**src/rtl/wb_arb.sv**
```systemverilog
`default_nettype none
// +----------------------------------------------------------------------------+
// | Module   : wb_arb                                                          |
// | Brief    : Register-file write-port arbiter between the pipeline WB stage  |
// |            and an out-of-order long-latency unit, with aging + scoreboard. |
// | Revision : 1.0 - initial release                                           |
// +----------------------------------------------------------------------------+
module wb_arb #(
    parameter int XLEN    = 32,
    parameter int DEPTH   = 2,
    parameter int MAXWAIT = 4
) (
    input  logic            clk,
    input  logic            rst,
    input  logic            pipe_wen,
    input  logic [4:0]      pipe_wnum,
    input  logic [XLEN-1:0] pipe_wdata,
    input  logic            lu_valid,
    input  logic [4:0]      lu_wnum,
    input  logic [XLEN-1:0] lu_wdata,
    output logic            lu_ready,
    input  logic            issue_valid,
    input  logic [4:0]      issue_wnum,
    input  logic [4:0]      rs1,
    input  logic [4:0]      rs2,
    input  logic [4:0]      rd,
    output logic            rs1_busy,
    output logic            rs2_busy,
    output logic            rd_busy,
    output logic            wb_stall,
    output logic            reg_wen,
    output logic [4:0]      reg_wnum,
    output logic [XLEN-1:0] rwdata
);

    localparam int PW = (DEPTH > 1) ? $clog2(DEPTH) : 1;
    localparam int CW = $clog2(DEPTH + 1);
    localparam int AW = $clog2(MAXWAIT + 1);

    localparam logic [CW-1:0] c_full     = CW'(DEPTH);
    localparam logic [AW-1:0] c_maxwait  = AW'(MAXWAIT);
    localparam logic [PW-1:0] c_last_ptr = PW'(DEPTH - 1);

    logic [4:0]      r_mem_wnum  [DEPTH];
    logic [XLEN-1:0] r_mem_wdata [DEPTH];
    logic [PW-1:0]   r_head;
    logic [PW-1:0]   r_tail;
    logic [CW-1:0]   r_count;
    logic [AW-1:0]   r_age;
    logic [31:0]     r_busy;
    logic            r_wen;
    logic [4:0]      r_wnum;
    logic [XLEN-1:0] r_wdata;

    logic            w_head_valid;
    logic [4:0]      w_head_wnum;
    logic [XLEN-1:0] w_head_wdata;
    logic            w_aged;
    logic            w_pipe_eff;
    logic            w_push;
    logic            w_pop;
    logic            w_sel_wen;
    logic [4:0]      w_sel_wnum;
    logic [XLEN-1:0] w_sel_wdata;
    logic [31:0]     w_busy_nxt;

    assign w_head_valid = (r_count != '0);
    assign w_head_wnum  = r_mem_wnum[r_head];
    assign w_head_wdata = r_mem_wdata[r_head];
    assign w_aged       = w_head_valid && (r_age == c_maxwait);
    assign w_pipe_eff   = pipe_wen && (pipe_wnum != 5'd0);
    assign lu_ready     = (r_count != c_full);
    assign w_push       = lu_valid && lu_ready;
    // An aged head steals the port from the pipeline; otherwise it only fills idle slots.
    assign w_pop        = w_head_valid && (w_aged || !w_pipe_eff);

    assign wb_stall = w_aged;
    assign rs1_busy = r_busy[rs1];
    assign rs2_busy = r_busy[rs2];
    assign rd_busy  = r_busy[rd];
    assign reg_wen  = r_wen;
    assign reg_wnum = r_wnum;
    assign rwdata   = r_wdata;

    always_comb begin
        w_sel_wen   = 1'b0;
        w_sel_wnum  = r_wnum;
        w_sel_wdata = r_wdata;
        if (w_pop) begin
            w_sel_wen   = (w_head_wnum != 5'd0);
            w_sel_wnum  = w_head_wnum;
            w_sel_wdata = w_head_wdata;
        end else if (w_pipe_eff) begin
            w_sel_wen   = 1'b1;
            w_sel_wnum  = pipe_wnum;
            w_sel_wdata = pipe_wdata;
        end
    end

    // Set after clear so a same-cycle reissue of a draining register stays busy.
    always_comb begin
        w_busy_nxt = r_busy;
        if (w_pop && (w_head_wnum != 5'd0)) begin
            w_busy_nxt[w_head_wnum] = 1'b0;
        end
        if (issue_valid && (issue_wnum != 5'd0)) begin
            w_busy_nxt[issue_wnum] = 1'b1;
        end
        w_busy_nxt[0] = 1'b0;
    end

    always_ff @(posedge clk) begin
        if (w_push) begin
            r_mem_wnum[r_tail]  <= lu_wnum;
            r_mem_wdata[r_tail] <= lu_wdata;
        end
    end

    always_ff @(posedge clk) begin
        if (rst) begin
            r_head  <= '0;
            r_tail  <= '0;
            r_count <= '0;
        end else begin
            if (w_push) begin
                r_tail <= (r_tail == c_last_ptr) ? '0 : r_tail + 1'b1;
            end
            if (w_pop) begin
                r_head <= (r_head == c_last_ptr) ? '0 : r_head + 1'b1;
            end
            case ({w_push, w_pop})
                2'b10:   r_count <= r_count + 1'b1;
                2'b01:   r_count <= r_count - 1'b1;
                default: r_count <= r_count;
            endcase
        end
    end

    always_ff @(posedge clk) begin
        if (rst || w_pop || !w_head_valid) begin
            r_age <= '0;
        end else if (r_age != c_maxwait) begin
            r_age <= r_age + 1'b1;
        end
    end

    always_ff @(posedge clk) begin
        if (rst) begin
            r_busy  <= '0;
            r_wen   <= 1'b0;
            r_wnum  <= '0;
            r_wdata <= '0;
        end else begin
            r_busy  <= w_busy_nxt;
            r_wen   <= w_sel_wen;
            r_wnum  <= w_sel_wnum;
            r_wdata <= w_sel_wdata;
        end
    end

endmodule
`default_nettype wire

```
**config.mk**
```make
export PLATFORM = sky130hd
export DESIGN_NAME = wb_arb
export DESIGN_NICKNAME = d
export VERILOG_FILES = /design/src/rtl/wb_arb.sv
export SDC_FILE = /design/constraint.sdc
export NUM_CORES = 1
export LEC_CHECK = 0
export CAP_MARGIN = 20
export CORE_ASPECT_RATIO = 0.7
export CORE_MARGIN = 2
export CORE_UTILIZATION = 38
export DETAILED_ROUTE_END_ITERATION = 6
export PLACE_DENSITY_LB_ADDON = 0.3
export SYNTH_ARGS = -nofsm -noshare
export SYNTH_HDL_FRONTEND = slang
export SYNTH_SLANG_ARGS = --single-unit
export TNS_END_PERCENT = 20
```
**constraint.sdc**
```tcl
create_clock -name clk -period 2.6 [get_ports clk]
set_clock_uncertainty 0.2 [all_clocks]
set_input_delay 0.52 -clock clk [delete_from_list [all_inputs] [get_ports clk]]
set_output_delay 0.52 -clock clk [all_outputs]
set_load 0.02 [all_outputs]
```
* After elaboration in Yosys (flattened, before gate mapping)
Memories as Yosys holds them, arrays and structs flattened. A register that Yosys moved wholly into a read port is not among the register bits. Cells that the tools add are included.
Storage, ports and cells: latch bits 0, bits in writable memories 74, output and inout bits 43, bits in read-only memories 0, flip-flop bits (word level) 77, memories kept 2, word-level logic and storage cells 77
Memory list:
- r_mem_wdata | words 2, bits a word 32, read ports 1, clocked after memory_dff 1, wr ports 1, RTL line 45 | logic [XLEN-1:0] r_mem_wdata [DEPTH];
- r_mem_wnum | words 2, bits a word 5, read ports 1, clocked after memory_dff 1, wr ports 1, RTL line 44 | logic [4:0] r_mem_wnum [DEPTH];
Cells by class: bitwise gates (word level) 3, reduce and logical (&&, ||, !) cells 19, multiply operators 0, muxes and demuxes 27, order comparisons 7, shift operators 0, add/subtract/negate cells 5, divide/modulo/power cells 0, equality and inequality tests 5
Operators with widths (count):
- $mux 32 | 4
- $and 32x32->32 | 1
- $not 32->32 | 1
- $or 32x32->32 | 1
- $lt 5x6->1 const B | 5
- $bmux 1 s5 | 3
- $mux 1 | 15
- $reduce_bool 5->1 | 3
- $demux 1 s5 | 2
- $ge 5x1->1 const B | 2
- $mux 5 | 2
- $logic_and 1x1->1 | 8
- $reduce_bool 2->1 | 3
- $pmux 2 s2 | 1
- $add 3x1->3 const B | 1
- $eq 3x3->1 const B | 1
- $logic_or 1x1->1 | 3
- $ne 3x3->1 const B | 1
- $add 1x1->1 const B | 2
- $add 2x1->2 const B | 1
- $eq 2x1->1 const B | 1
- $eq 2x2->1 const B | 1
- $logic_not 1->1 | 2
- $ne 2x2->1 const B | 1
- $sub 2x1->2 const B | 1

* Depth between registers and ports, before layout
depth after elaboration 9, depth in mapped cells 10, gate-level depth less buffers 9

* Worst setup path after synthesis
No wires, ideal clock.
path type reg-to-reg, start register r_count[0], end memory r_mem_wdata[0][0], enable pin, data arrival time 2.370 ns, buffers on the path 0, setup time 0.431 ns, cell stages (with the launch flop) 4, setup slack -0.401 ns, cells stage by stage dfxtp_1 nand2b_1 nand2_1 nor2_1
Between the ends: word-level cells in the longest chain between the ends 4
Ends and longest elaborated chain:
- from (decl) | RTL line 48 | logic [CW-1:0] r_count;
- from (signal assigned) | RTL line 132 | 2'b10: r_count <= r_count + 1'b1;
- from (signal assigned) | RTL line 133 | 2'b01: r_count <= r_count - 1'b1;
- from (signal assigned) | RTL line 134 | default: r_count <= r_count;
- $ne 2x2->1 | RTL line 72 | assign lu_ready = (r_count != c_full);
- net lu_ready | RTL line 21 | output logic lu_ready,
- $logic_and 1x1->1 | RTL line 73 | assign w_push = lu_valid && lu_ready;
- $mux 1 | RTL line 113 | if (w_push) begin
- $mux 1 (not written as such) | RTL line 115 | r_mem_wdata[r_tail] <= lu_wdata;
- to (decl) | RTL line 45
The timed path passes the listed nets, and every way through them passes these cells.

* Worst setup path in the final report
start register r_busy[8], end output rs1_busy
Between the ends: word-level cells in the longest chain between the ends 2
Ends and longest elaborated chain:
- from (decl) | RTL line 50 | logic [31:0] r_busy;
- from (signal assigned) | RTL line 154 | r_busy <= w_busy_nxt;
- $bmux 1 s5 | RTL line 78 | assign rs1_busy = r_busy[rs1];
- $mux 1 (not written as such) | RTL line 78
- to (decl) | RTL line 27 | output logic rs1_busy,
Every way passes these cells. The select of a mux whose other input is x is not followed.

==> impl_metrics.tcl <==
set metrics [dict create \
    nets 924 \
    status "finished, violations left" \
    wire_per_inst_um 19.8 \
    rsz0062_at_grt "yes" \
    placedInstanceArea_sq_um 9190 \
    maxCapViolations 0 \
    die_h_um 119 \
    synth_cell_types 54 \
    die_area_sq_um 20000 \
    gr-usage-all-layers_pct 21.5 \
    rows 42 \
    cts_buffers 17 \
    grt_pass1_vias 6246 \
    ys.warnings.count 0 \
    synth_top_area_cell "edfxtp_1" \
    cts_sinks 151 \
    core_sq_um 18700 \
    grt_max_degree 51 \
    path_clk_slew_ps 70 \
    grt_pass1_wl_mm 33.5 \
    syn_nets 754 \
    final_antenna_net_count 0 \
    die_w_um 168 \
    crit_type "reg -> out" \
    antenna_found_initial 0 \
    dp_cells 1041 \
    syn_to_final_growth_pct 37.8 \
    htreeDepth 4 \
    clk_latency_ps 420 \
    cts.path.max_buffers 2 \
    min_path_type "reg -> reg" \
    final_cell_count_no_fill 1077 \
    synth-main-ff-cell "dfxtp_1" \
    critPathLaunchType "register" \
    yosysSeqAreaShare_pct 52.4 \
    syn_avg_cell_area_sq_um 11.0 \
    ys_seq_elements 151 \
    cts_root_buffer "clkbuf_16" \
    diodes 0 \
    dp_hpwl_mm 14.9 \
    drtPass1Iterations 6 \
    syn_area_sq_um 7180 \
    ios 142 \
    path_max_fanout 4 \
    vdd_ir_drop_max_mv 0.403 \
    required_ps 1880 \
    worst_pin_slew_ps 552 \
    syn_inst 652 \
    setup_slack_ps -259 \
    p_total_w 0.00836 \
    leakage_nw 3.39 \
    vias_per_cell 5.97 \
    final_cell_area_sq_um 9900 \
    setup_viol 3 \
    relSlewSlack_pct 62.3 \
    fin_crit_ps 2860 \
    cts_hold_buf 0 \
    critical_path_arrival_ps 2140 \
    maxSlewViolCount 0 \
    drive_above_1_share_pct 20.4 \
    place_congestion 0.929 \
    violations "setup timing" \
    synth_edf_count 74 \
    totalWireLength_mm 21.4 \
    fin_crit_sh_pct 110 \
    synth_area_leaders "edfxtp_1 31%, dfxtp_1 21%, mux4_2 6.6%" \
    hold_viol_final 0 \
    max_freq_mhz 350 \
    grt-ovfl-total 0 \
    synth.top_cell.area_share_pct 30.9 \
    initial_core_util_pct 38.4 \
    portBuffers 141 \
    cts_tree "built" \
    post-place-ws_ps -1120 \
    end_kind "output pin" \
    async_flop_share_pct 0 \
    p_per_area_nw_per_um2 844 \
    initialDrtViolationCount 477 \
    vias 6428 \
    finalSetupTns_ps -767 \
    drc 0 \
]
==> through the flow <==
stage | utilization, % | hold slack, ps
after CTS | 52.8 | 271
final | 52.9 | 270
after floorplan | - | 260
after global routing | 52.9 | 298
after global placement | 49.1 | 259
after detailed placement | 49.1 | 261
==> critical path, cell delays in order, from the launching register on <==
cell	delay, ps
dfxtp_1	370
mux4_2	480
nand3b_1	100
nand4_1	90
or4_4	540
buf_6	150
==> worst paths after layout <==
check	cells past startpoint	start	to	slack (ps)
max	5	r_busy[8]$_SDFF_PP0_	rs1_busy	-260
min	2	rwdata[1]$_SDFFE_PP0P_	rwdata[1]$_SDFFE_PP0P_	270
max reg2reg	9	r_age[0]$_SDFFE_PP0P_	r_count[1]$_SDFFE_PP0P_	380
min reg2reg	2	rwdata[1]$_SDFFE_PP0P_	rwdata[1]$_SDFFE_PP0P_	270
==> area by class of cell <==
cell class | count | area, sq um
multi-input combinational | 439 | 3180
sequential | 151 | 3800
timing repair buffer | 205 | 1980
clock buffer | 17 | 425
fill | 1562 | 8810
tap | 242 | 303
clock inverter | 15 | 173
inverter | 8 | 30.0
==> flip-flops by register name, summed over array words and instances (netlist names), named ones only <==
register,count
r_mem_wdata,64
rwdata,32
r_busy,31
r_mem_wnum,10
reg_wnum,5
r_age,3
r_count,2
r_head,1
r_tail,1
reg_wen,1
==> Yosys cell counts (6+ instances only) <==
| master | instances |
|---|---|
| dfxtp_1 | 77 |
| inv_1 | 8 |
| nand3_1 | 36 |
| nor2_1 | 61 |
| o31ai_1 | 35 |
| or3_1 | 6 |
| a211oi_1 | 14 |
| a2111oi_0 | 35 |
| nand2_1 | 8 |
| nor4_1 | 16 |
| mux4_2 | 21 |
| o21ai_0 | 6 |
| nand4_1 | 7 |
| nor3_1 | 26 |
| edfxtp_1 | 74 |
| nand4b_1 | 6 |
| nor2b_1 | 40 |
| buf_2 | 19 |
| a21oi_1 | 45 |
| clkbuf_1 | 30 |
==> per-layer routing <==
metal,up-vias,share of wire [%],GRT usage [%],wire [um]
li1,2921,-,-,-
met1,3156,45,30.3,9700
met2,314,44,32.4,9470
met3,37,9.0,6.48,1920
met4,0,1.3,5.50,267
met5,-,0,0,0
==> kinds of logic after synthesis <==
family	share of synthesized area, %
DFF	52.4
and+or+nand+nor	18.3
AOI/OAI and AO/OA	16.5
buffers and inverters	3.99
xor gates and xnor gates	0.366
muxes	7.91
adders and majority gates	0.523
==> report_power, final <==
part           internal [W]  total (W)  switching (W)
sequential          0.00296    0.00318       0.000221
clock               0.00138    0.00251        0.00112
combinational       0.00108    0.00267        0.00159
==> timing repair <==
item                                    4_1_cts  5_1_grt
endpoints found under the setup margin        4        3
cloned                                        0        0
gates resized for setup                      72       16
buffers inserted                              3        1
pin swaps                                    15        8
==> layout by cell type, fill, tap and decap left out, types with 7 or more instances in the layout <==
cell type / count
nor2b_1: 40
buf_12: 7
buf_4: 50
inv_1: 7
inv_6: 8
buf_6: 10
a21oi_1: 45
nor2_1: 58
clkbuf_16: 17
a2111oi_0: 34
nor3_1: 26
nor4_1: 16
o31ai_1: 35
dfxtp_2: 15
a211oi_1: 14
mux4_2: 21
clkdlybuf4s50_1: 128
nand2_1: 8
nand4_1: 7
nand3_1: 36
edfxtp_1: 74
dfxtp_1: 58
(Power assumes the default switching activity.)
